==> config.mk <==
export PLATFORM = sky130hd
export DESIGN_NAME = fetch_pc_ctrl_flat
export DESIGN_NICKNAME = d
export VERILOG_FILES = /design/src/rtl/fetch_pc_ctrl_if.sv /design/src/rtl/fetch_pc_ctrl.sv /design/src/flat_wrapper.sv
export SDC_FILE = /design/constraint.sdc
export NUM_CORES = 1
export LEC_CHECK = 0
export CAP_MARGIN = 30
export CORE_UTILIZATION = 40
export CTS_CLUSTER_SIZE = 40
export DETAILED_ROUTE_END_ITERATION = 7
export PLACE_DENSITY = 0.72
export SKIP_LAST_GASP = 1
export SLEW_MARGIN = 40
export SYNTH_ARGS = -nofsm -noshare
export SYNTH_HDL_FRONTEND = slang
export SYNTH_SLANG_ARGS = --single-unit
==> constraint.sdc <==
create_clock -name clk -period 5.7 [get_ports clk]
set_input_delay 1.14 -clock clk [delete_from_list [all_inputs] [get_ports clk]]
set_output_delay 1.14 -clock clk [all_outputs]
set_load 0.01 [all_outputs]
==> src/rtl/fetch_pc_ctrl_if.sv <==
// Fetch-stage side of the PC controller: request, abort,
// stall and delivery handshake with the instruction fetch FSM.
interface fetch_pc_ctrl_if #(
   parameter int XLEN = 32
);
   logic [XLEN-1:0] pc_o;
   logic            pc_valid_o;
   logic            abort_o;
   logic            stall_o;
   logic            stall_if_i;
   logic            instr_valid_i;
   logic            reset_able_i;

   modport master (
      output pc_o, pc_valid_o, abort_o, stall_o,
      input  stall_if_i, instr_valid_i, reset_able_i
   );

   modport slave (
      input  pc_o, pc_valid_o, abort_o, stall_o,
      output stall_if_i, instr_valid_i, reset_able_i
   );
endinterface

==> src/rtl/fetch_pc_ctrl.sv <==
// PC / fetch-request generator with redirect abort and an
// in-flight PC FIFO pairing each delivered instruction with its PC.
module fetch_pc_ctrl #(
   parameter int              XLEN           = 32,
   parameter logic [XLEN-1:0] RESET_PC       = '0,
   parameter int              INFLIGHT_DEPTH = 2
) (
   input  logic             clk,
   input  logic             reset,
   input  logic             start_i,
   input  logic             halt_i,
   input  logic             redirect_valid_i,
   input  logic [XLEN-1:0]  redirect_pc_i,
   input  logic             stall_pipe_i,
   fetch_pc_ctrl_if.master  fetch,
   output logic [XLEN-1:0]  pc_id_o,
   output logic             pc_id_valid_o,
   output logic             misaligned_o,
   output logic [1:0]       state_o
);
   localparam int AW = $clog2(INFLIGHT_DEPTH);

   typedef enum logic [1:0] {
      S_IDLE  = 2'd0,
      S_RUN   = 2'd1,
      S_DRAIN = 2'd2,
      S_HALT  = 2'd3
   } state_e;

   state_e          state_q, state_d;
   logic [XLEN-1:0] pc_q, pc_d;
   logic            mis_q, mis_d;
   logic [XLEN-1:0] mem_q [INFLIGHT_DEPTH];
   logic [AW-1:0]   wr_q, rd_q;
   logic [AW:0]     cnt_q;

   logic active, flush, full, empty;
   logic issue, push, pop, bad_tgt;

   assign active  = (state_q == S_RUN) || (state_q == S_DRAIN);
   assign flush   = redirect_valid_i && active;
   assign bad_tgt = |redirect_pc_i[1:0];
   assign full    = (cnt_q == (AW+1)'(INFLIGHT_DEPTH));
   assign empty   = (cnt_q == '0);

   assign issue = (state_q == S_RUN) && !full
                  && !redirect_valid_i && !halt_i;
   assign push  = issue && !fetch.stall_if_i && !stall_pipe_i;
   assign pop   = fetch.instr_valid_i && !empty && !flush;

   assign fetch.pc_o       = pc_q;
   assign fetch.pc_valid_o = issue;
   assign fetch.abort_o    = flush;
   assign fetch.stall_o    = stall_pipe_i;

   assign pc_id_o       = mem_q[rd_q];
   assign pc_id_valid_o = pop;
   assign misaligned_o  = mis_q;
   assign state_o       = state_q;

   always_comb begin
      state_d = state_q;
      pc_d    = pc_q;
      mis_d   = mis_q | (flush && bad_tgt);
      if (redirect_valid_i)
         pc_d = {redirect_pc_i[XLEN-1:2], 2'b00};
      else if (push)
         pc_d = pc_q + XLEN'(4);
      unique case (state_q)
         S_IDLE:
            if (start_i && !halt_i) state_d = S_RUN;
         S_RUN:
            if (flush && bad_tgt) state_d = S_HALT;
            else if (halt_i)      state_d = S_DRAIN;
         S_DRAIN:
            if (flush && bad_tgt) state_d = S_HALT;
            else if (fetch.reset_able_i && empty)
               state_d = S_HALT;
         S_HALT:
            if (start_i && !halt_i) state_d = S_RUN;
         default: state_d = S_IDLE;
      endcase
   end

   always_ff @(posedge clk) begin
      if (reset) begin
         state_q <= S_IDLE;
         pc_q    <= RESET_PC;
         mis_q   <= 1'b0;
      end else begin
         state_q <= state_d;
         pc_q    <= pc_d;
         mis_q   <= mis_d;
      end
   end

   // Flush drops every in-flight PC; a redirect never pushes.
   always_ff @(posedge clk) begin
      if (reset) begin
         wr_q  <= '0;
         rd_q  <= '0;
         cnt_q <= '0;
         for (int i = 0; i < INFLIGHT_DEPTH; i++)
            mem_q[i] <= '0;
      end else if (flush) begin
         wr_q  <= '0;
         rd_q  <= '0;
         cnt_q <= '0;
      end else begin
         if (push) begin
            mem_q[wr_q] <= pc_q;
            wr_q        <= wr_q + 1'b1;
         end
         if (pop)
            rd_q <= rd_q + 1'b1;
         unique case ({push, pop})
            2'b10:   cnt_q <= cnt_q + 1'b1;
            2'b01:   cnt_q <= cnt_q - 1'b1;
            default: cnt_q <= cnt_q;
         endcase
      end
   end
endmodule

==> src/flat_wrapper.sv <==
// flat-port wrapper written by rule: the top's interface ports become plain ports
module fetch_pc_ctrl_flat 
#(
   parameter int              XLEN           = 32,
   parameter logic [XLEN-1:0] RESET_PC       = '0,
   parameter int              INFLIGHT_DEPTH = 2
)
  (clk, reset, start_i, halt_i, redirect_valid_i, redirect_pc_i, stall_pipe_i, pc_id_o, pc_id_valid_o, misaligned_o, state_o, fetch_pc_o, fetch_pc_valid_o, fetch_abort_o, fetch_stall_o, fetch_stall_if_i, fetch_instr_valid_i, fetch_reset_able_i);
  fetch_pc_ctrl_if #(.XLEN(XLEN)) fetch_i ();
  input  logic clk;
  input  logic reset;
  input  logic start_i;
  input  logic halt_i;
  input  logic redirect_valid_i;
  input  logic [XLEN-1:0] redirect_pc_i;
  input  logic stall_pipe_i;
  output logic [XLEN-1:0] pc_id_o;
  output logic pc_id_valid_o;
  output logic misaligned_o;
  output logic [1:0] state_o;
  output wire logic [$bits(fetch_i.pc_o)-1:0] fetch_pc_o;
  output wire logic [$bits(fetch_i.pc_valid_o)-1:0] fetch_pc_valid_o;
  output wire logic [$bits(fetch_i.abort_o)-1:0] fetch_abort_o;
  output wire logic [$bits(fetch_i.stall_o)-1:0] fetch_stall_o;
  input wire logic [$bits(fetch_i.stall_if_i)-1:0] fetch_stall_if_i;
  input wire logic [$bits(fetch_i.instr_valid_i)-1:0] fetch_instr_valid_i;
  input wire logic [$bits(fetch_i.reset_able_i)-1:0] fetch_reset_able_i;
  assign fetch_pc_o = fetch_i.pc_o;
  assign fetch_pc_valid_o = fetch_i.pc_valid_o;
  assign fetch_abort_o = fetch_i.abort_o;
  assign fetch_stall_o = fetch_i.stall_o;
  assign fetch_i.stall_if_i = fetch_stall_if_i;
  assign fetch_i.instr_valid_i = fetch_instr_valid_i;
  assign fetch_i.reset_able_i = fetch_reset_able_i;
  fetch_pc_ctrl #(.XLEN(XLEN), .RESET_PC(RESET_PC), .INFLIGHT_DEPTH(INFLIGHT_DEPTH)) u_core (.clk(clk), .reset(reset), .start_i(start_i), .halt_i(halt_i), .redirect_valid_i(redirect_valid_i), .redirect_pc_i(redirect_pc_i), .stall_pipe_i(stall_pipe_i), .fetch(fetch_i), .pc_id_o(pc_id_o), .pc_id_valid_o(pc_id_valid_o), .misaligned_o(misaligned_o), .state_o(state_o));
endmodule
==> flow_summary.yaml <==
run_status:
  status: "complete, but fails checks"
  violations: "design-rule violations"
synthesis:
  ys_top_cells_by_count: "63 x and2_1, 60 x edfxtp_1, 38 x dfxtp_1"
  synth.area.top_cells: "edfxtp_1 38%, dfxtp_1 16%, and2_1 8.2%"
  yosysSeqAreaShare_pct: 53.38
  syn_area_sq_um: 4801
  synth_top_area_share_pct: 37.53
  synth.largest_area_cell: "edfxtp_1"
  syn_area_per_cell_sq_um: 10.69
  synth_seq_cells: 98
  synthFlopType: "edfxtp_1"
  synth_edf_count: 60
  synthArstFlopShare_pct: 0
  yosysWarnings: 0
  ys_types: 48
  postSynthCellCount: 449
  synth.most_common_cell: "and2_1"
placed_design:
  place_congestion: 0.8261
  place_area_sq_um: 5979
  numPortBuffers: 107
  dp_hpwl_mm: 7.840
flow_run:
  cap_violations: 0
clock_network:
  ctsResizeCount: 0
  clock_sinks: 98
  root_buffer: "clkbuf_16"
  cts_max_path_buffers: 2
  clk_latency_ps: 340
  post_cts_buffers: 0
  cts_tree: "done"
  clk_pin_slew_ps: 60
  cts_hold_buf: 0
  cts_buffers: 9
  h-tree-depth: 3
pwr:
  internal_power_w: 0.001227
  power_frac_seq_pct: 50.4
  power_density_nw_per_um2: 264.3
  power.net_switching_w: 0.0004253
  swShare_pct: 25.74
  clockPowerShare_pct: 34.1
  static-leakage-power_nw: 2.210
  irDropWorstVdd_mv: 0.1334
  combPwrFrac_pct: 15.6
timing:
  min_period_over_period_pct: 67.36
  rsz0062_at_grt: "no"
  relSlewSlack_pct: 49.16
  slew_viol_final: 0
  setup_violations: 0
  hold_violations: 0
  tns_ps: 0
  max_freq_ghz: 0.2604
  worst_pin_slew_ps: 762.7
  fin_worst_skew_ps: 7.617
  final.min_clock_period_ps: 3840
die:
  die_w_microns: 111.6
  die_h_microns: 111.6
  dieArea_sq_um: 12440
  initial_core_util_pct: 41.51
  core_sq_um: 11560
  io-pin-count: 112
  row_count: 39
critical_path:
  crit_required_ps: 4560
  start_kind: "input pin"
  rr_startpoint: "u_core.state_o[0]"
  crit_fanout: 19
  arrival_ps: 2700
  end_kind: "output pin"
  critPathKind: "input pin to output pin"
  reg2reg_depth: 7
  r2r-end: "u_core.fetch.pc_o[16]"
  regToRegSetupSlack_ps: 2860
route:
  num_vias: 3728
  drt_iter0_markers: 341
  ant_nets: 0
  wl_per_cell_microns: 16.39
  first_pass_iters: 8
  viasPerCell: 5.387
  wirelength_mm: 11.34
  drc: 10
min_path:
  hold_path_end: "u_core.misaligned_o"
  hold_depth: 2
  hold_start: "u_core.misaligned_o"
  hp-class: "register to register"
cells_and_area:
  area_delta_synth_final_pct: 30.23
  nNetsFinal: 589
  drive_above_1_share_pct: 10.93
  fin_area_sq_um: 6252
  diodes: 0
  nFillCells: 999
global_routing:
  antenna_found_initial: 0
  grt-ovfl-total: 0
  grt_max_degree: 45
  grt.total_usage_pct: 18.27
  grt_pass1_vias: 3473
  grt_pass1_wl_mm: 17.84
-- logic make-up after synthesis --
| group | Yosys count | synth area share, % |
|---|---|---|
| AOI/OAI and AO/OA | 56 | 7.923 |
| xor gates and xnor gates | 23 | 4.196 |
| adders and majority gates | 4 | 1.043 |
| DFF | 98 | 53.38 |
| and+or+nand+nor | 192 | 22.18 |
| other | 1 | 0.07811 |
| muxes | 32 | 7.454 |
| buffers and inverters | 43 | 3.753 |
-- sequential cells by signal, indices dropped and copies added, names as in the netlist, named ones only --
| register | flops |
|---|---|
| u_core.misaligned_o | 1 |
| u_core.rd_q | 1 |
| u_core.cnt_q | 2 |
| u_core.mem_q | 60 |
| u_core.fetch.pc_o | 30 |
| u_core.state_o | 2 |
| u_core.wr_q | 1 |
-- through the flow --
step | instances | util [%] | setup WS, ps | total power [W] | hold WS, ps
after detailed placement | 676 | 51.70 | 1849 | 0.001104 | 450.7
after CTS | 692 | 54.04 | 1877 | 0.001657 | 465.6
after global placement | 676 | 51.70 | 1902 | 0.001095 | 442.8
after floorplan | 452 | - | 1228 | 0.0009660 | 469.6
final | 692 | 54.06 | 1860 | 0.001652 | 456.2
after global routing | 692 | 54.06 | 1744 | 0.001708 | 482.3
-- final cells by class --
cell class | count | area [sq um] | area share (%)
clock inverters | 6 | 41.29 | 0.6604
clock buffers | 10 | 229.0 | 3.662
well taps | 143 | 178.9 | 2.862
flip-flops and latches | 98 | 2562 | 40.98
multi-input cells | 311 | 2076 | 33.20
inverters | 9 | 33.78 | 0.5403
repair buffers | 115 | 1131 | 18.09
-- cells in the final DEF, fill, tap and decap left out, types with 11 or more instances in the layout --
| master | netlist | final |
|---|---|---|
| edfxtp_1 | 60 | 60 |
| nor4_1 | 12 | 12 |
| and2_1 | 63 | 63 |
| nor3_1 | 11 | 11 |
| mux2_2 | 30 | 30 |
| dfxtp_1 | 38 | 38 |
| xnor2_1 | 17 | 17 |
| nand2_1 | 25 | 25 |
| a211oi_1 | 11 | 11 |
| nor2_1 | 29 | 28 |
| nand3_1 | 15 | 15 |
| clkdlybuf4s50_1 | 0 | 107 |
-- routing by layer --
layer / wire length, microns / GRT usage, % / up-vias
met3: 742 / 3.811 / 7
met2: 5419 / 30.00 / 149
met4: 99 / 5.045 / 0
li1: - / - / 1801
met1: 5077 / 24.48 / 1771
met5: 0 / 0 / -
-- how the worst max path moves through the flow --
stage	slack, ps	from	endpoint
floorplan	1230	halt_i	u_core.mem_q[0][10]
global placement	1900	redirect_valid_i	pc_id_valid_o
detailed placement	1850	halt_i	u_core.fetch.pc_o[16]
CTS	1880	redirect_valid_i	pc_id_valid_o
global route	1740	redirect_valid_i	pc_id_valid_o
finish	1860	redirect_valid_i	pc_id_valid_o
-- worst max-delay path, cell delays in order --
cell             delay [ps]
clkdlybuf4s50_1         460
buf_4                   230
inv_1                   110
nor2_1                  160
nor2_1                   90
clkdlybuf4s50_1         500
-- power by group through the flow --
stage	sequential (W)	combinational, W	clock [W]
2_1_floorplan	0.000842	0.000124	0
6_report	0.000832	0.000258	0.000563
3_5_place_dp	0.000847	0.000257	0
4_1_cts	0.000832	0.000258	0.000566
3_3_place_gp	0.000844	0.000251	0
5_1_grt	0.000838	0.000279	0.000592
Note: power is estimated with default switching activity, not from simulation.
